**src/rtl/limb_pkg.sv**
```systemverilog
// Shared Limb definitions: loader states and program-memory geometry.
// Also used by the fetch path.
package limb_pkg;

    typedef enum logic [2:0] {
        LD_IDLE,
        LD_COUNT,
        LD_DATA,
        LD_CHECK
    } loader_state_t;

    localparam int LIMB_PROG_AW = 8;
    localparam int LIMB_INSN_W = 32;

    localparam logic [7:0] LIMB_LOADER_SYNC = 8'hA5;

endpackage

```
**src/rtl/limb_word_packer.sv**
```systemverilog
// Assembles four little-endian bytes into one instruction word.
// word_valid is combinational with the fourth byte.
module limb_word_packer
    import limb_pkg::*;
(
    input  logic                   clk,
    input  logic                   reset,
    input  logic                   clear,
    input  logic                   byte_valid,
    input  logic [7:0]             byte_data,
    output logic                   word_valid,
    output logic [LIMB_INSN_W-1:0] word
);

    logic [1:0]  lane_q;
    logic [23:0] asm_q;

    assign word_valid = byte_valid && !clear && (lane_q == 2'd3);
    assign word = {byte_data, asm_q};

    always_ff @(posedge clk or negedge reset) begin
        if (!reset) begin
            lane_q <= 2'd0;
            asm_q  <= 24'd0;
        end else if (clear) begin
            lane_q <= 2'd0;
        end else if (byte_valid) begin
            lane_q <= lane_q + 2'd1;
            unique case (lane_q)
                2'd0: asm_q[7:0]   <= byte_data;
                2'd1: asm_q[15:8]  <= byte_data;
                2'd2: asm_q[23:16] <= byte_data;
                default: ;
            endcase
        end
    end

endmodule

```
**src/rtl/limb_loader.sv**
```systemverilog
// Framed byte-stream loader for Limb program memory.
// Define LIMB_LOADER_CHECKSUM_EN to require a trailing mod-256 checksum.
module limb_loader
    import limb_pkg::*;
#(
    parameter logic [7:0] SYNC_BYTE = LIMB_LOADER_SYNC,
    parameter int         TIMEOUT   = 1024
) (
    input  logic                    clk,
    input  logic                    reset,
    input  logic [7:0]              in_data,
    input  logic                    in_valid,
    output logic                    in_ready,
    output logic                    prog_we,
    output logic [LIMB_PROG_AW-1:0] prog_addr,
    output logic [LIMB_INSN_W-1:0]  prog_data,
    output logic                    cpu_hold,
    output logic                    done,
    output logic                    error
);

    localparam int TW = (TIMEOUT > 1) ? $clog2(TIMEOUT) : 1;

    loader_state_t state_q, state_d;
    logic [7:0]    idx_q, idx_d;
    logic [7:0]    cnt_q, cnt_d;
    logic [TW-1:0] timer_q, timer_d;
    logic          hold_d, done_d, error_d, we_d;
    logic [LIMB_PROG_AW-1:0] addr_d;
    logic [LIMB_INSN_W-1:0]  data_d;
    logic          pack_clr, pack_in;
    logic          word_valid;
    logic [LIMB_INSN_W-1:0]  word;
`ifdef LIMB_LOADER_CHECKSUM_EN
    logic [7:0]    sum_q, sum_d;
`endif

    assign in_ready = 1'b1;
    assign pack_in  = in_valid && (state_q == LD_DATA);

    limb_word_packer u_packer (
        .clk        (clk),
        .reset      (reset),
        .clear      (pack_clr),
        .byte_valid (pack_in),
        .byte_data  (in_data),
        .word_valid (word_valid),
        .word       (word)
    );

    always_comb begin
        state_d  = state_q;
        idx_d    = idx_q;
        cnt_d    = cnt_q;
        timer_d  = timer_q;
        hold_d   = cpu_hold;
        done_d   = done;
        error_d  = error;
        we_d     = 1'b0;
        addr_d   = prog_addr;
        data_d   = prog_data;
        pack_clr = 1'b0;
`ifdef LIMB_LOADER_CHECKSUM_EN
        sum_d    = sum_q;
`endif
        if (word_valid) begin
            we_d   = 1'b1;
            addr_d = idx_q;
            data_d = word;
            idx_d  = idx_q + 8'd1;
        end
        unique case (state_q)
            LD_IDLE: begin
                if (in_valid && in_data == SYNC_BYTE) begin
                    state_d  = LD_COUNT;
                    hold_d   = 1'b1;
                    done_d   = 1'b0;
                    error_d  = 1'b0;
                    idx_d    = 8'd0;
                    pack_clr = 1'b1;
`ifdef LIMB_LOADER_CHECKSUM_EN
                    sum_d    = 8'd0;
`endif
                end
            end
            LD_COUNT: begin
                if (in_valid) begin
                    cnt_d   = in_data;
                    state_d = LD_DATA;
`ifdef LIMB_LOADER_CHECKSUM_EN
                    sum_d   = sum_q + in_data;
`endif
                end
            end
            LD_DATA: begin
                if (in_valid) begin
`ifdef LIMB_LOADER_CHECKSUM_EN
                    sum_d = sum_q + in_data;
`endif
                    // N=0 gives cnt-1 = 255, i.e. 256 words
                    if (word_valid && idx_q == cnt_q - 8'd1) begin
`ifdef LIMB_LOADER_CHECKSUM_EN
                        state_d = LD_CHECK;
`else
                        state_d = LD_IDLE;
                        hold_d  = 1'b0;
                        done_d  = 1'b1;
`endif
                    end
                end
            end
`ifdef LIMB_LOADER_CHECKSUM_EN
            LD_CHECK: begin
                if (in_valid) begin
                    state_d = LD_IDLE;
                    hold_d  = 1'b0;
                    if (in_data == sum_q) done_d = 1'b1;
                    else error_d = 1'b1;
                end
            end
`endif
            default: state_d = LD_IDLE;
        endcase
        if (state_q != LD_IDLE) begin
            if (in_valid) begin
                timer_d = '0;
            end else if (TIMEOUT != 0 && timer_q == TW'(TIMEOUT - 1)) begin
                state_d  = LD_IDLE;
                hold_d   = 1'b0;
                error_d  = 1'b1;
                pack_clr = 1'b1;
                timer_d  = '0;
            end else begin
                timer_d = timer_q + TW'(1);
            end
        end else begin
            timer_d = '0;
        end
    end

    always_ff @(posedge clk or negedge reset) begin
        if (!reset) begin
            state_q   <= LD_IDLE;
            idx_q     <= 8'd0;
            cnt_q     <= 8'd0;
            timer_q   <= '0;
            cpu_hold  <= 1'b0;
            done      <= 1'b0;
            error     <= 1'b0;
            prog_we   <= 1'b0;
            prog_addr <= '0;
            prog_data <= '0;
        end else begin
            state_q   <= state_d;
            idx_q     <= idx_d;
            cnt_q     <= cnt_d;
            timer_q   <= timer_d;
            cpu_hold  <= hold_d;
            done      <= done_d;
            error     <= error_d;
            prog_we   <= we_d;
            prog_addr <= addr_d;
            prog_data <= data_d;
        end
    end

`ifdef LIMB_LOADER_CHECKSUM_EN
    always_ff @(posedge clk or negedge reset) begin
        if (!reset) sum_q <= 8'd0;
        else        sum_q <= sum_d;
    end
`endif

endmodule
```
**config.mk**
```make
export PLATFORM = sky130hd
export DESIGN_NAME = limb_loader
export DESIGN_NICKNAME = d
export VERILOG_FILES = /design/src/rtl/limb_pkg.sv /design/src/rtl/limb_word_packer.sv /design/src/rtl/limb_loader.sv
export SDC_FILE = /design/constraint.sdc
export NUM_CORES = 1
export LEC_CHECK = 0
export CORE_ASPECT_RATIO = 1.75
export CORE_MARGIN = 5
export CORE_UTILIZATION = 50
export DETAILED_ROUTE_END_ITERATION = 12
export PLACE_DENSITY = 0.74
export SETUP_SLACK_MARGIN = 0.1
export SYNTH_ARGS = -nofsm -noshare
export SYNTH_HDL_FRONTEND = slang
export SYNTH_SLANG_ARGS = --single-unit
```
**constraint.sdc**
```tcl
create_clock -name clk -period 5.5 [get_ports clk]
set_input_delay 0.825 -clock clk [delete_from_list [all_inputs] [get_ports clk]]
set_output_delay 0.825 -clock clk [all_outputs]
set_load 0.02 [all_outputs]
```
==> flow_summary_export.csv <==
group,metric,value,unit
clocking,clockBufferDepth,2,
clocking,tritoncts,"yes",
placement,port_buffers,54,
placement,dp.cells,539,
placement,place_area,0.00482,mm^2
setup_path,worstReg2RegStart,"state_q[0]",
logic_synthesis,ys_ff_latch,99,
grt,grt_first_pass_wirelength,14.1,mm
run_status,status,"finished, final reports clean",
sta,slew-limit-headroom,0.531,
route,vias,2948,
sta,rsz0062_at_grt,"no",
power_and_ir_drop,ir_worst_vdd,175,uV
setup_path,crit_type,"input pin to register",
finish,stdcell_count,554,
logic_synthesis,synthTopCellsByArea,"dfrtp_1 (59%), nand2_1 (12%), mux2_2 (8.0%), xor2_1 (3.5%), ha_1 (2.1%)",
floorplanning,io_pins,56,
clocking,holdBufCountCts,0,
sta,finalSetupViolCount,0,
sta,tns,0,ns
setup_path,cp-start-kind,"input pin",
setup_path,startpoint,"in_valid",
route,ant_nets,0,
power_and_ir_drop,p_leak,2.64,nW
logic_synthesis,syn_area,0.00422,mm^2
sta,skew,0.00503,ns
logic_synthesis,ys_top_cells_by_count,"nand2_1 (136), dfrtp_1 (99), mux2_2 (30)",
clocking,cts_resized,0,
floorplanning,fp.dieW,79.5,um
clocking,cts_buffers,9,
setup_path,reg2reg_setup_slack,2.69,ns
placement,dp_hpwl,5.55,mm
logic_synthesis,synth.most_common_cell,"nand2_1",
finish,area_growth,22.8,%
logic_synthesis,ys_warn_count,0,
logic_synthesis,synth.distinct_cells,39,
clocking,clkSinkCount,99,
finish,final_nets,476,
route,vias_per_cell,5.32,
finish,drive_gt1_frac,0.110,
clocking,postCtsSetupBuffers,0,
sta,timing.final.hold_violations,0,
logic_synthesis,syn-mean-instance-area,10.4,um^2
clocking,h-tree-depth,3,
placement,place.gp.congestion,0.772,
finish,fill_cells,686,
logic_synthesis,synth-edff-count,0,
route,wl_per_cell,14.9,um
floorplanning,die-area,0.0105,mm^2
route,post-route-drc-count,0,
placement,pre_cts_ws,1.75,ns
logic_synthesis,ys_async_sr_fraction,1.00,
setup_path,worstPathRequired,5.76,ns
finish,design_area,0.00518,mm^2
route,dr.pass1.iters,4,
sta,setup_ws,2.09,ns
logic_synthesis,synthCells,406,
setup_path,crit_arrival,3.66,ns
logic_synthesis,ys_seq_area_frac,0.587,
sta,hold_slack,0.463,ns
finish,seq_area,0.00248,mm^2
setup_path,cp-end-kind,"register",
logic_synthesis,synth_flop_cell,"dfrtp_1",
sta,maxSlewViolCount,0,
route,drtIter0Drc,102,
floorplanning,fp.dieH,132,um
finish,diodes,0,
grt,grt_pass1_vias,2985,
logic_synthesis,synth_nets,424,
setup_path,reg2reg_depth,7,
route,wl,8.24,mm
worst_hold_path,hp-class,"input pin to async pin",
logic_synthesis,yosysTopAreaCell,"dfrtp_1",
floorplanning,std_cell_rows,44,
sta,tightest_slew,0.704,ns
run,cap_violations,0,
grt,grt.total_usage,0.170,
clocking,clockRootBuffer,"clkbuf_16",
sta,period_share,0.619,
floorplanning,initial_core_util,0.511,
grt,antenna_found_initial,0,
finish,multi_input_area,0.00165,mm^2
clocking,cts.clk_slew.worst_paths,0.06,ns
power_and_ir_drop,powerDensity,295,mW/mm^2
floorplanning,design.core.area,0.00826,mm^2
grt,gr-total-overflow,0,
setup_path,cp_max_fo,46,
clocking,insertion_delay,0.34,ns
logic_synthesis,synth_top_cell_area_share,0.587,
sta,fin_crit,3.41,ns
grt,grt_max_degree,59,
sta,fmax,294,MHz
## flip-flops by register name, indices dropped and copies added (netlist names)
register and flops:
cnt_q 8, cpu_hold 1, done 1, error 1
idx_q 8, prog_addr 8, prog_data 32, prog_we 1
state_q 3, timer_q 10, u_packer.asm_q 24, u_packer.lane_q 2
## layout make-up
class / instances / area share
Clock buffer: 10 / 0.0461
Multi-Input combinational cell: 286 / 0.319
Inverter: 7 / 0.00531
Clock inverter: 5 / 0.0241
Tap cell: 92 / 0.0222
Sequential cell: 99 / 0.478
Timing Repair Buffer: 55 / 0.105
## path summary, 6_finish.rpt
kind	end
min in group clk	prog_data[13]
max	idx_q[7]
max in group asynchronous	u_packer.asm_q[15]
max reg2reg	idx_q[7]
min	timer_q[4]
min reg2reg	prog_data[13]
## worst max-delay path, stage by stage
cell and delay (ns):
clkdlybuf4s50_1 0.61, and4bb_2 0.38, nand2_4 0.29, clkinv_2 0.53, and3_1 0.27, nand4_1 0.17
or3_1 0.38, a21oi_1 0.17
## metal layers
| layer | wire length [um] | vias to the layer above | track usage | share of wire |
|---|---|---|---|---|
| met5 | 0 | - | 0 | 0 |
| met4 | 248 | 0 | 0.0870 | 0.030 |
| met3 | 241 | 16 | 0.0288 | 0.029 |
| met2 | 4270 | 60 | 0.293 | 0.52 |
| met1 | 3490 | 1442 | 0.199 | 0.42 |
| li1 | - | 1430 | - | - |
## cells by family after synthesis
| logic type | count (synthesis) | synth area share |
|---|---|---|
| xor+xnor | 25 | 0.0519 |
| simple gates | 204 | 0.212 |
| mux | 30 | 0.0800 |
| buf+inv | 21 | 0.0216 |
| compound gates | 18 | 0.0249 |
| flops | 99 | 0.587 |
| fa+ha+maj | 7 | 0.0208 |
| other cells | 2 | 0.00178 |
## report_power, final
group,switching [mW],internal [mW]
Clock,0.255,0.499
Combinational,0.0277,0.0127
Sequential,0.00301,0.731
Total,0.285,1.24
## cells in the final DEF, fill, tap and decap left out, types with 5 or more instances in the layout
| master | n |
|---|---|
| clkbuf_16 | 9 |
| nand2_1 | 136 |
| nand4_1 | 7 |
| ha_1 | 7 |
| mux2_2 | 30 |
| nor2_1 | 23 |
| and3_1 | 5 |
| o21ai_0 | 10 |
| nand3_1 | 9 |
| inv_1 | 6 |
| dfrtp_1 | 99 |
| xnor2_1 | 8 |
| clkdlybuf4s50_1 | 53 |
| xor2_1 | 17 |
## stage by stage
stage / total power, mW / utilization
finish: 1.53 / 0.627
global route: 1.57 / 0.627
CTS: 1.54 / 0.627
detailed placement: 0.789 / 0.583
global placement: 0.789 / 0.583
floorplan: 0.757 / -
Note: power is estimated with default switching activity, not from simulation.
